$ cat src/rtl/hazard_unit_pkg.sv
// Shared encodings for the hazard unit: forward selects,
// multiply FSM states and the PC register index.
package hazard_unit_pkg;

  localparam logic [1:0] FWD_RF = 2'b00;
  localparam logic [1:0] FWD_W  = 2'b01;
  localparam logic [1:0] FWD_M  = 2'b10;
  localparam logic [1:0] FWD_M2 = 2'b11;

  localparam logic [3:0] PC_REG = 4'd15;

  typedef enum logic {
    RUN = 1'b0,
    MUL = 1'b1
  } state_t;

endpackage

$ cat src/rtl/hazard_unit_fwd_sel.sv
// Per-operand forward select; the youngest matching writer wins.
// The PC register is never forwarded.
import hazard_unit_pkg::*;

module fwd_sel (
  input  logic [3:0] ra,
  input  logic [3:0] wa3M,
  input  logic [3:0] wa3W,
  input  logic [3:0] wa4M,
  input  logic       regWriteM,
  input  logic       regWriteW,
  input  logic       regWrite2M,
  output logic [1:0] fwd
);

  always_comb begin
    fwd = FWD_RF;
    if (ra != PC_REG) begin
      if (regWrite2M && wa4M == ra)
        fwd = FWD_M2;
      else if (regWriteM && wa3M == ra)
        fwd = FWD_M;
      else if (regWriteW && wa3W == ra)
        fwd = FWD_W;
    end
  end

endmodule

$ cat src/rtl/hazard_unit.sv
// Stall/flush/forward control with a long-multiply hold FSM.
// HAZARD_FORWARD_EN enables forwarding; otherwise RAW hazards stall.
import hazard_unit_pkg::*;

module hazard_unit #(
  parameter int MUL_LAT = 4
) (
  input  logic       clk,
  input  logic       reset,
  input  logic [3:0] RA1D,
  input  logic [3:0] RA2D,
  input  logic [3:0] RA1E,
  input  logic [3:0] RA2E,
  input  logic [3:0] WA3E,
  input  logic [3:0] WA3M,
  input  logic [3:0] WA3W,
  input  logic [3:0] WA4M,
  input  logic       RegWriteE,
  input  logic       RegWriteM,
  input  logic       RegWriteW,
  input  logic       RegWrite2M,
  input  logic       MemToRegE,
  input  logic       MulStartE,
  input  logic       BranchTakenE,
  input  logic       PCSrcD,
  input  logic       PCSrcE,
  input  logic       PCSrcM,
  input  logic       PCSrcW,
  output logic [1:0] ForwardAE,
  output logic [1:0] ForwardBE,
  output logic       StallF,
  output logic       StallD,
  output logic       StallE,
  output logic       FlushD,
  output logic       FlushE,
  output logic       FlushM,
  output logic       MulBusy
);

  localparam logic [2:0] CNT_LOAD = 3'(MUL_LAT - 2);

  state_t     state;
  state_t     stateNext;
  logic [2:0] cnt;
  logic [2:0] cntNext;
  logic [1:0] fwdA;
  logic [1:0] fwdB;
  logic       dataStall;
  logic       pcWrPend;
  logic       stallF;
  logic       stallD;
  logic       stallE;
  logic       flushD;
  logic       flushE;
  logic       flushM;

  fwd_sel uFwdA (
    .ra         (RA1E),
    .wa3M       (WA3M),
    .wa3W       (WA3W),
    .wa4M       (WA4M),
    .regWriteM  (RegWriteM),
    .regWriteW  (RegWriteW),
    .regWrite2M (RegWrite2M),
    .fwd        (fwdA)
  );

  fwd_sel uFwdB (
    .ra         (RA2E),
    .wa3M       (WA3M),
    .wa3W       (WA3W),
    .wa4M       (WA4M),
    .regWriteM  (RegWriteM),
    .regWriteW  (RegWriteW),
    .regWrite2M (RegWrite2M),
    .fwd        (fwdB)
  );

`ifdef HAZARD_FORWARD_EN
  assign dataStall = MemToRegE & RegWriteE &
                     (WA3E == RA1D | WA3E == RA2D);

  assign ForwardAE = reset ? fwdA : FWD_RF;
  assign ForwardBE = reset ? fwdB : FWD_RF;
`else
  logic rawA;
  logic rawB;
  logic unusedNoFwd;

  // W-stage producers are covered by regfile write-through.
  assign rawA = (RA1D != PC_REG) &
                ((RegWriteE & WA3E == RA1D) |
                 (RegWriteM & WA3M == RA1D) |
                 (RegWrite2M & WA4M == RA1D));
  assign rawB = (RA2D != PC_REG) &
                ((RegWriteE & WA3E == RA2D) |
                 (RegWriteM & WA3M == RA2D) |
                 (RegWrite2M & WA4M == RA2D));
  assign dataStall = rawA | rawB;

  assign ForwardAE = FWD_RF;
  assign ForwardBE = FWD_RF;
  assign unusedNoFwd = ^{fwdA, fwdB, MemToRegE};
`endif

  assign pcWrPend = PCSrcD | PCSrcE | PCSrcM;

  always_ff @(posedge clk or negedge reset) begin
    if (!reset) begin
      state <= RUN;
      cnt   <= '0;
    end else begin
      state <= stateNext;
      cnt   <= cntNext;
    end
  end

  always_comb begin
    stateNext = state;
    cntNext   = cnt;
    stallF    = 1'b0;
    stallD    = 1'b0;
    stallE    = 1'b0;
    flushD    = 1'b0;
    flushE    = 1'b0;
    flushM    = 1'b0;
    unique case (state)
      RUN: begin
        stallF = dataStall | pcWrPend;
        stallD = dataStall;
        flushD = pcWrPend | PCSrcW | BranchTakenE;
        flushE = dataStall | BranchTakenE;
        if (MulStartE && !BranchTakenE) begin
          stateNext = MUL;
          cntNext   = CNT_LOAD;
        end
      end
      MUL: begin
        stallF = 1'b1;
        stallD = 1'b1;
        stallE = 1'b1;
        flushM = 1'b1;
        if (cnt == 3'd0)
          stateNext = RUN;
        else
          cntNext = cnt - 3'd1;
      end
      default: ;
    endcase
  end

  assign StallF  = reset & stallF;
  assign StallD  = reset & stallD;
  assign StallE  = reset & stallE;
  assign FlushD  = reset & flushD;
  assign FlushE  = reset & flushE;
  assign FlushM  = reset & flushM;
  assign MulBusy = reset & (state == MUL);

endmodule

$ cat config.mk
export PLATFORM = sky130hd
export DESIGN_NAME = hazard_unit
export DESIGN_NICKNAME = d
export VERILOG_FILES = /design/src/rtl/hazard_unit_pkg.sv /design/src/rtl/hazard_unit_fwd_sel.sv /design/src/rtl/hazard_unit.sv
export SDC_FILE = /design/constraint.sdc
export NUM_CORES = 1
export LEC_CHECK = 0
export BUFFER_PORTS_ARGS = -buffer_cell sky130_fd_sc_hd__buf_2
export CAP_MARGIN = 20
export CORE_MARGIN = 2
export CORE_UTILIZATION = 34
export CTS_CLUSTER_SIZE = 14
export DETAILED_ROUTE_END_ITERATION = 16
export PLACE_DENSITY = 0.84
export SYNTH_ARGS = -nofsm -noshare
export SYNTH_HDL_FRONTEND = slang
export SYNTH_SLANG_ARGS = --single-unit
$ cat constraint.sdc
create_clock -name clk -period 1.3 [get_ports clk]
set_clock_uncertainty 0.05 [all_clocks]
set_input_delay 0.26 -clock clk [delete_from_list [all_inputs] [get_ports clk]]
set_output_delay 0.26 -clock clk [all_outputs]
set_load 0.02 [all_outputs]
==> out/summary.txt <==
Outcome = finished with violations
Violated checks = setup timing
Fraction of layout cells with a size suffix above 1 = 63.2%
Worst VDD drop = 0.956 mV
Vias = 820
CTS tree = built
Placer Congestion = 0.892
Clock-pin slew on the worst setup and hold paths = 0.04 ns
CTS Buf Count = 3
Crit Path Max Fanout = 3
Port bufs = 37
Post-synthesis mux area share = 1.55%
Power Density = 1220 nW/µm²
GRT Resource Usage Total = 19.4%
Hold Vio Cnt, Final = 0
Root Driver = clkbuf_4
Post-DP HPWL = 1.51 mm
# IOs = 56
Synth Area in XOR/XNOR = 25.5%
Largest net degree at the start of global routing = 7
Yosys top cell by area = xnor2_1
WP data arrival = 1.35 ns
GR Overflow Total = 0
Max-cap violations = 0
Worst setup margin = -0.364 ns
Post-route clock period utilization = 128%
Inserted Diodes = 0
RSZ-0062 raised after global routing = yes
Gate Count Post-Synth = 85
Initial antenna violation count = 0
Layout area overhead = 106%
Max Slew Vio Count = 0
Adder-cell share of the synthesized area = 3.87%
Top cells by area, synth = xnor2_1 (23%), dfrtp_1 (15%), buf_4 (7.0%)
Post-synthesis sequential area ratio = 15.5%
Setup TNS = -1.46 ns
Synth Area per Inst = 7.61 µm²
Main combinational cell family by area after synthesis = XOR/XNOR gates
Cell row count = 15
FILL cells = 116
CP required = 0.99 ns
First-pass GRT wire length = 3.10 mm
Post-synthesis register bit count = 4
Min-delay worst type = in -> reg
Crit end category = primary output
Compound-Gate Fraction of Synth Area = 16.6%
1st-iter DRT viols = 8
DIE WIDTH = 47.6 µm
Nets = 182
Routed len/inst = 15.1 µm
Critical path type = in -> out
Clk Latency, worst-skew pair = 0.24 ns
Fmax = 601 MHz
TritonRoute pass-1 iters = 4
Final core occ = 75.7%
Clock Tree Buf Depth = 2
Lkg Pwr = 0.000590 µW
Clock sinks = 4
Die Ht = 47.6 µm
DIE AREA = 2270 µm²
Synth top area share = 23.0%
Core area = 1760 µm²
Routed WL = 2.38 mm
Netlist cell types = 23
Fin crit period = 1.66 ns
Yosys warns = 0
Remaining DRCs = 0
Vias/cell = 5.19
Simple-gate share of the synthesized area = 24.2%
Vias in the first global route = 826
Setup-failing EPs final = 9
Mapped cell area = 647 µm²
Post-DRT Antenna Nets = 0
Starting density of the core = 36.7%
Placed cell count = 150
H-tree Lvls = 1
CP Launch Type = input port
Layout Cells excl Fill = 158
==> path summary, 6_finish.rpt <==
kind / startpoint / endpoint / slack, ns / cells past startpoint
setup reg to reg: cnt[1]$_DFFE_PN0P_ / cnt[1]$_DFFE_PN0P_ / -0.02 / 7
max in group asynchronous: reset / state$_DFF_PN0_ / 0.65 / 3
setup / recovery: WA4M[2] / FlushE / -0.36 / 6
hold reg to reg: cnt[2]$_DFFE_PN0P_ / cnt[2]$_DFFE_PN0P_ / 0.52 / 2
min in group asynchronous: reset / cnt[1]$_DFFE_PN0P_ / 0.45 / 3
hold / removal: MulStartE / cnt[2]$_DFFE_PN0P_ / 0.39 / 3
==> per-layer routing <==
layer	GRT usage (%)	routed length, µm	vias to the layer above
met5	0	0	-
met4	5.95	63	0
met3	6.04	193	8
met2	42.4	1370	41
met1	15.6	760	382
li1	-	-	389
==> flip-flops by register name, indices dropped and copies added, names as in the netlist <==
| register | flops |
|---|---|
| cnt | 3 |
| state | 1 |
==> Yosys cell counts, drive strengths merged <==
cell	number
xnor2	18
nor2	9
a21oi	8
buf	7
and2	6
inv	6
nand4	6
dfrtp	4
nand3	4
a41oi	3
o22a	3
ha	2
a31o	1
conb	1
mux2i	1
nand2	1
nand2b	1
nor2b	1
nor3	1
nor4	1
o22ai	1
==> critical path, stage by stage <==
cell	delay, ns
buf_2	0.12
xnor2_1	0.21
nand4_1	0.15
o22a_4	0.25
a41oi_4	0.22
buf_6	0.14
==> timing repair <==
item / 4_1_cts / 5_1_grt
setup buffers: 3 / 1
endpoints found under the hold margin: 4 / 0
pin swaps: 23 / 17
setup endpoints to repair: 11 / 11
resized for setup: 53 / 25
hold buffers: 1 / 0
==> report_power, final <==
part           internal [µW]  total [µW]  leakage, µW  switching, µW
registers                190         231    0.0000471           40.7
logic                    682        1240     0.000529            554
clock network            104         159    0.0000138           55.5
==> cells by family (layout without fill, tap and decap cells) <==
kind of cell	count (synthesis)	after routing
compound gates	16	16
buf+inv	13	58
mux	1	1
flops	4	4
xor+xnor	18	18
other cells	1	4
simple gates	30	30
fa+ha+maj	2	2
==> layout make-up <==
class | count | area (µm²) | share of cell area, %
multi-input cells | 71 | 731 | 54.7
flip-flops and latches | 4 | 100 | 7.50
clock buffers | 3 | 22.5 | 1.69
repair buffers | 49 | 428 | 32.1
inverters | 6 | 22.5 | 1.69
well taps | 25 | 31.3 | 2.34
==> per-stage QoR <==
| stage | power [µW] | worst slack, ns | hold WS, ns | cell area, µm² |
|---|---|---|---|---|
| 3_3_place_gp | 931 | -0.378 | 0.127 | 948 |
| 4_1_cts | 1410 | -0.336 | 0.369 | 1210 |
| 3_5_place_dp | 963 | -0.401 | 0.138 | 948 |
| 5_1_grt | 1720 | -0.391 | 0.389 | 1340 |
| 6_report | 1630 | -0.364 | 0.387 | 1340 |
| 2_1_floorplan | 701 | -0.133 | -0.0856 | 744 |
==> cell usage in the layout (no fill, tap or decap), types with 2 or more instances in the layout <==
master	count
a21oi_2	3
clkbuf_4	3
xnor2_2	12
inv_1	5
buf_4	13
conb_1	4
nand3_1	3
nand4_1	6
a21oi_1	5
buf_8	3
nor2_1	7
dfrtp_1	4
a41oi_4	3
xnor2_1	5
nor2_4	2
buf_2	15
and2_1	6
buf_6	16
o22a_2	2
No activity file was read; power rests on OpenSTA's default activity.
